[src/rtl/mem_access_ctrl.sv]
// Memory-stage initiator: decodes the M-stage op, drives data_memory for MEM_LATENCY cycles, returns m_valM/m_stat.
// Define MEM_ACCESS_STATS_EN to build the cnt_rd/cnt_wr/cnt_err access counters; otherwise they read as 0.
module mem_access_ctrl #(
  parameter int unsigned MEM_WORDS   = 8192,
  parameter int unsigned MEM_LATENCY = 1
) (
  input  logic        clk,
  input  logic        rst,
  input  logic        M_valid,
  input  logic [3:0]  M_icode,
  input  logic [63:0] M_valE,
  input  logic [63:0] M_valA,
  input  logic [2:0]  M_stat,
  output logic [63:0] mem_addr,
  output logic [63:0] mem_wdata,
  output logic        mem_read,
  output logic        mem_write,
  input  logic [63:0] mem_data,
  input  logic        dmem_error,
  output logic [63:0] m_valM,
  output logic [2:0]  m_stat,
  output logic        m_done,
  output logic        m_busy,
  output logic [31:0] cnt_rd,
  output logic [31:0] cnt_wr,
  output logic [31:0] cnt_err
);

  localparam logic [3:0] I_RMMOVQ = 4'h4;
  localparam logic [3:0] I_MRMOVQ = 4'h5;
  localparam logic [3:0] I_CALL   = 4'h8;
  localparam logic [3:0] I_RET    = 4'h9;
  localparam logic [3:0] I_PUSHQ  = 4'hA;
  localparam logic [3:0] I_POPQ   = 4'hB;
  localparam logic [2:0] S_AOK    = 3'd1;
  localparam logic [2:0] S_ADR    = 3'd3;

  typedef enum logic [1:0] {IDLE, ACCESS, DONE} state_t;

  state_t      state_q, state_d;
  logic [3:0]  lat_q, lat_d;
  logic        err_q, err_d;
  logic [63:0] addr_q, addr_d;
  logic [63:0] wdata_q, wdata_d;
  logic        rd_q, rd_d;
  logic        wr_q, wr_d;
  logic [63:0] valm_q, valm_d;
  logic [2:0]  stat_q, stat_d;
  logic        done_q, done_d;
  logic        busy_q, busy_d;

  logic        is_rd, is_wr, addr_ok;
  logic [63:0] addr_sel;

  assign is_rd    = (M_icode == I_MRMOVQ) || (M_icode == I_POPQ) || (M_icode == I_RET);
  assign is_wr    = (M_icode == I_RMMOVQ) || (M_icode == I_PUSHQ) || (M_icode == I_CALL);
  // Only mrmovq and the writes address through valE; popq/ret use the stack pointer in valA.
  assign addr_sel = ((M_icode == I_MRMOVQ) || is_wr) ? M_valE : M_valA;
  assign addr_ok  = addr_sel < 64'(MEM_WORDS);

  always_comb begin
    state_d = state_q;
    lat_d   = lat_q;
    err_d   = err_q;
    addr_d  = addr_q;
    wdata_d = wdata_q;
    rd_d    = rd_q;
    wr_d    = wr_q;
    valm_d  = valm_q;
    stat_d  = stat_q;
    done_d  = 1'b0;
    busy_d  = busy_q;
    case (state_q)
      IDLE: begin
        if (M_valid) begin
          busy_d = 1'b1;
          if ((M_stat != S_AOK) || !(is_rd || is_wr)) begin
            state_d = DONE;
            done_d  = 1'b1;
            valm_d  = '0;
            stat_d  = M_stat;
          end else if (!addr_ok) begin
            state_d = DONE;
            done_d  = 1'b1;
            valm_d  = '0;
            stat_d  = S_ADR;
          end else begin
            state_d = ACCESS;
            addr_d  = addr_sel;
            wdata_d = is_wr ? M_valA : '0;
            rd_d    = is_rd;
            wr_d    = is_wr;
            lat_d   = 4'(MEM_LATENCY - 1);
            err_d   = 1'b0;
          end
        end
      end
      ACCESS: begin
        err_d = err_q | dmem_error;
        if (lat_q == '0) begin
          state_d = DONE;
          done_d  = 1'b1;
          rd_d    = 1'b0;
          wr_d    = 1'b0;
          valm_d  = rd_q ? mem_data : '0;
          stat_d  = (err_q || dmem_error) ? S_ADR : S_AOK;
        end else begin
          lat_d = lat_q - 4'd1;
        end
      end
      DONE: begin
        state_d = IDLE;
        busy_d  = 1'b0;
      end
      default: begin
        state_d = IDLE;
        busy_d  = 1'b0;
        rd_d    = 1'b0;
        wr_d    = 1'b0;
      end
    endcase
  end

  always_ff @(posedge clk or posedge rst) begin
    if (rst) begin
      state_q <= IDLE;
      lat_q   <= '0;
      err_q   <= 1'b0;
      addr_q  <= '0;
      wdata_q <= '0;
      rd_q    <= 1'b0;
      wr_q    <= 1'b0;
      valm_q  <= '0;
      stat_q  <= '0;
      done_q  <= 1'b0;
      busy_q  <= 1'b0;
    end else begin
      state_q <= state_d;
      lat_q   <= lat_d;
      err_q   <= err_d;
      addr_q  <= addr_d;
      wdata_q <= wdata_d;
      rd_q    <= rd_d;
      wr_q    <= wr_d;
      valm_q  <= valm_d;
      stat_q  <= stat_d;
      done_q  <= done_d;
      busy_q  <= busy_d;
    end
  end

  assign mem_addr  = addr_q;
  assign mem_wdata = wdata_q;
  assign mem_read  = rd_q;
  assign mem_write = wr_q;
  assign m_valM    = valm_q;
  assign m_stat    = stat_q;
  assign m_done    = done_q;
  assign m_busy    = busy_q;

`ifdef MEM_ACCESS_STATS_EN
  logic [31:0] cnt_rd_q, cnt_rd_d;
  logic [31:0] cnt_wr_q, cnt_wr_d;
  logic [31:0] cnt_err_q, cnt_err_d;
  logic        op_rd_q, op_rd_d;
  logic        op_wr_q, op_wr_d;
  logic        gen_err_q, gen_err_d;

  // Op kind and locally raised ADR are tracked alongside the FSM so the DONE cycle knows what to count.
  always_comb begin
    cnt_rd_d  = cnt_rd_q;
    cnt_wr_d  = cnt_wr_q;
    cnt_err_d = cnt_err_q;
    op_rd_d   = op_rd_q;
    op_wr_d   = op_wr_q;
    gen_err_d = gen_err_q;
    if ((state_q == IDLE) && M_valid) begin
      op_rd_d   = 1'b0;
      op_wr_d   = 1'b0;
      gen_err_d = 1'b0;
      if ((M_stat == S_AOK) && (is_rd || is_wr)) begin
        if (!addr_ok) begin
          gen_err_d = 1'b1;
        end else begin
          op_rd_d = is_rd;
          op_wr_d = is_wr;
        end
      end
    end
    if ((state_q == ACCESS) && (lat_q == '0) && (err_q || dmem_error)) begin
      gen_err_d = 1'b1;
    end
    if (state_q == DONE) begin
      if (gen_err_q) begin
        cnt_err_d = cnt_err_q + 32'd1;
      end else if (op_rd_q) begin
        cnt_rd_d = cnt_rd_q + 32'd1;
      end else if (op_wr_q) begin
        cnt_wr_d = cnt_wr_q + 32'd1;
      end
    end
  end

  always_ff @(posedge clk or posedge rst) begin
    if (rst) begin
      cnt_rd_q  <= '0;
      cnt_wr_q  <= '0;
      cnt_err_q <= '0;
      op_rd_q   <= 1'b0;
      op_wr_q   <= 1'b0;
      gen_err_q <= 1'b0;
    end else begin
      cnt_rd_q  <= cnt_rd_d;
      cnt_wr_q  <= cnt_wr_d;
      cnt_err_q <= cnt_err_d;
      op_rd_q   <= op_rd_d;
      op_wr_q   <= op_wr_d;
      gen_err_q <= gen_err_d;
    end
  end

  assign cnt_rd  = cnt_rd_q;
  assign cnt_wr  = cnt_wr_q;
  assign cnt_err = cnt_err_q;
`else
  assign cnt_rd  = '0;
  assign cnt_wr  = '0;
  assign cnt_err = '0;
`endif

endmodule

[config.mk]
export PLATFORM = sky130hd
export DESIGN_NAME = mem_access_ctrl
export DESIGN_NICKNAME = d
export VERILOG_FILES = /design/src/rtl/mem_access_ctrl.sv
export SDC_FILE = /design/constraint.sdc
export NUM_CORES = 1
export LEC_CHECK = 0
export CORE_AREA = 2 2 193 195
export CTS_BUF_LIST = sky130_fd_sc_hd__clkbuf_2 sky130_fd_sc_hd__clkbuf_4 sky130_fd_sc_hd__clkbuf_8
export DETAILED_ROUTE_END_ITERATION = 7
export DIE_AREA = 0 0 195 197
export PLACE_DENSITY = 0.56
export SLEW_MARGIN = 0
export SYNTH_ARGS = -nofsm -noshare
export SYNTH_HDL_FRONTEND = slang
export SYNTH_SLANG_ARGS = --single-unit
[constraint.sdc]
create_clock -name clk -period 15.8 [get_ports clk]
set_clock_uncertainty 0.1 [all_clocks]
set_input_delay 2.37 -clock clk [delete_from_list [all_inputs] [get_ports clk]]
set_output_delay 2.37 -clock clk [all_outputs]
set_load 0.02 [all_outputs]
==> results.ini <==
[drt]
ant_nets = 0
num_vias = 7675
drt_wl_total_um = 31600
drtPass1Iterations = 4
viasPerCell = 4.34
wl_per_cell_um = 17.8
drc_errors = 0
drt_iter0_drc = 359

[worst_setup_path]
start_kind = primary input
critPathMostFrequentCell = buf_4
cp_data_required_time_ns = 16.11
r2r-start = state_q[0]$_DFFE_PP0P_
path_cells = clkdlybuf4s50_1 -> or3b_2 -> nand2_1 -> nand4_1 -> a211o_1 -> or4_4 -> buf_4 -> buf_4 -> and2_4
slowest_stage = nand2_1
worstSetupStartpoint = M_icode[0]
crit_path_max_fanout = 111
end_kind = flip-flop
rrSetupSlack_ns = 12.52
r2r-end = mem_addr[10]$_DFFE_PP0P_
slowest_delay_ns = 0.73
worstRegToRegCells = 6
cp_data_arrival_time_ns = 7.10
crit_type = primary input to flip-flop
cp_top_family = simple AND/OR/NAND/NOR gates
crit_buf_inv = 3

[die]
row_count = 70
start_util_pct = 25.6
die_x_um = 195
pin_count = 498
dieArea_um2 = 38400
core_area_um2 = 36300
dieHeight_um = 197

[finish]
nets = 1480
areaGrowthSynthToFinish_pct = 52.3
ff_latch_area_um2 = 5150
drive_gt1_share_pct = 9.92
final_cell_area_um2 = 14200
fillers = 3626
multi_input_area_um2 = 3460
layout_common_cells = 401 x clkdlybuf4s50_1, 206 x dfrtp_1, 152 x nand2_1
layout_commonest_cell = clkdlybuf4s50_1

[yosys]
avgSynthCellArea_um2 = 10.6
synth-edff-count = 0
synth-main-ff-cell = dfrtp_1
ys_ff_latch = 206
synth_cell_types = 59
ys_warn_count = 0
async_reset_ff_share_pct = 100
yosysSeqAreaShare_pct = 55.4
syn_inst = 878
syn_area_um2 = 9300

[cts]
cts_resized = 0
post_cts_buffers = 0
holdBufCountCts = 0
clk_pin_slew_ns = 0.05
clock-sinks = 206
cts-root-buf = clkbuf_8
clock_latency_ns = 0.53
cts_max_path_buffers = 3
cts_tree = done
cts_buffers = 40
cts_max_level = 2

[timing]
finalCriticalPeriod_ns = 6.78
tightest_slew_ns = 1.05
rsz0062_at_grt = false
maxSlewHeadroom_pct = 29.9
setup_ws_ns = 9.02
clock.fmax_mhz = 147
finalHoldViolCount = 0
setup_viol = 0
drv_slew = 0
setup_tns_ns = 0
post-route-period-util_pct = 42.9

[worst_hold_path]
hold-path-endpoint = mem_wdata[1]$_DFFE_PP0P_
hold_path_depth = 2
min_from = mem_wdata[1]$_DFFE_PP0P_
hold_path_class = flip-flop to flip-flop

[place]
hpwlAfterDp_um = 23700
post_dp_cell_area_um2 = 13300
dp_slack_ns = 8.43
gp_congestion = 0.869
portBuffers = 401

[global_routing]
grt-ovfl-total = 0
grt_max_degree = 112
grt_pass1_vias = 7499
antenna_found_initial = 1
grt_first_pass_wirelength_um = 46700
track_usage_pct = 15.8

[power_and_ir_drop]
vdd_ir_drop_max_v = 0.0000461
p_total_mw = 1.22
p_per_area_nw_per_um2 = 86.0
leakage_nw = 6.10

[status]
status = finished, final reports clean

[flow_run]
drv_cap = 0

cell families after synthesis:
family,share of synthesized area (%)
xor gates and xnor gates,0.188
and+or+nand+nor,17.0
buffers and inverters,11.4
adders and majority gates,0.269
other,0.0403
AOI/OAI and AO/OA,14.3
DFF,55.4
muxes,1.40
power breakdown:
| part | total, mW | switching [mW] | internal (mW) | leakage [nW] |
|---|---|---|---|---|
| combinational | 0.127 | 0.0697 | 0.0569 | 2.81 |
| sequential | 0.531 | 0.00175 | 0.530 | 2.85 |
| clock | 0.560 | 0.228 | 0.332 | 0.442 |
| total | 1.22 | 0.299 | 0.919 | 6.10 |
area by class of cell:
type                    count  share of cell area [%]
diodes                      1                  0.0177
repair buffers            408                    28.7
clock inverters             4                   0.353
well taps                 468                    4.14
multi-input cells         609                    24.4
flip-flops and latches    206                    36.4
clock buffers              64                    5.60
inverters                  10                   0.318
worst register-to-register path, stage by stage, from the launching register on:
cell,delay (ns)
dfrtp_1,0.59
nor2_1,0.13
nand2_1,0.19
or4_4,0.25
buf_4,0.66
buf_4,0.95
o21ai_1,0.25
metal layers:
metal | wire (um) | up-vias | GRT usage [%]
met1 | 13800 | 3674 | 21.0
li1 | - | 3648 | -
met5 | 0 | - | 0
met3 | 1960 | 38 | 3.37
met4 | 520 | 0 | 4.64
met2 | 15300 | 315 | 25.8
stage by stage:
step | hold slack, ns | std cells | util, %
2_1_floorplan | 0.392 | 973 | -
3_3_place_gp | 0.365 | 1701 | 36.7
3_5_place_dp | 0.370 | 1701 | 36.7
4_1_cts | 0.383 | 1769 | 39.0
5_1_grt | 0.399 | 1770 | 39.1
6_report | 0.378 | 1770 | 39.1
synth_stat cells, types with 7 or more instances:
cell      number  area, um^2
a21oi_1       10        50.1
o21ai_0       10        50.1
or4_1         13        97.6
o21ai_1       75         375
buf_4         96         721
nor3_1        17        85.1
nor2_1        21        78.8
mux2i_1       13         130
or3_1          7        43.8
buf_6         13         146
and2_1        13        81.3
a22o_1        65         569
nor4_1         8        50.1
and2_4        40         350
nand2_1      152         571
inv_1         10        37.5
dfrtp_1      206        5150
clkbuf_1      32         120
nand3_1        7        35.0
sequential cells by signal, indices dropped and copies added (netlist names):
name	count
err_q	1
lat_q	4
m_busy	1
m_done	1
m_stat	3
m_valM	64
mem_addr	64
mem_read	1
mem_wdata	64
mem_write	1
state_q	2
worst max-delay path by stage:
| stage | end | slack, ns | depth (start not counted) |
|---|---|---|---|
| floorplan | err_q$_DFFE_PP0P_ | 7.71 | 1 |
| global placement | mem_addr[37]$_DFFE_PP0P_ | 8.57 | 9 |
| detailed placement | mem_addr[59]$_DFFE_PP0P_ | 8.43 | 9 |
| CTS | mem_addr[1]$_DFFE_PP0P_ | 9.00 | 10 |
| global route | mem_addr[10]$_DFFE_PP0P_ | 8.66 | 10 |
| finish | mem_addr[16]$_DFFE_PP0P_ | 9.02 | 9 |
Note: power is estimated with default switching activity, not from simulation.
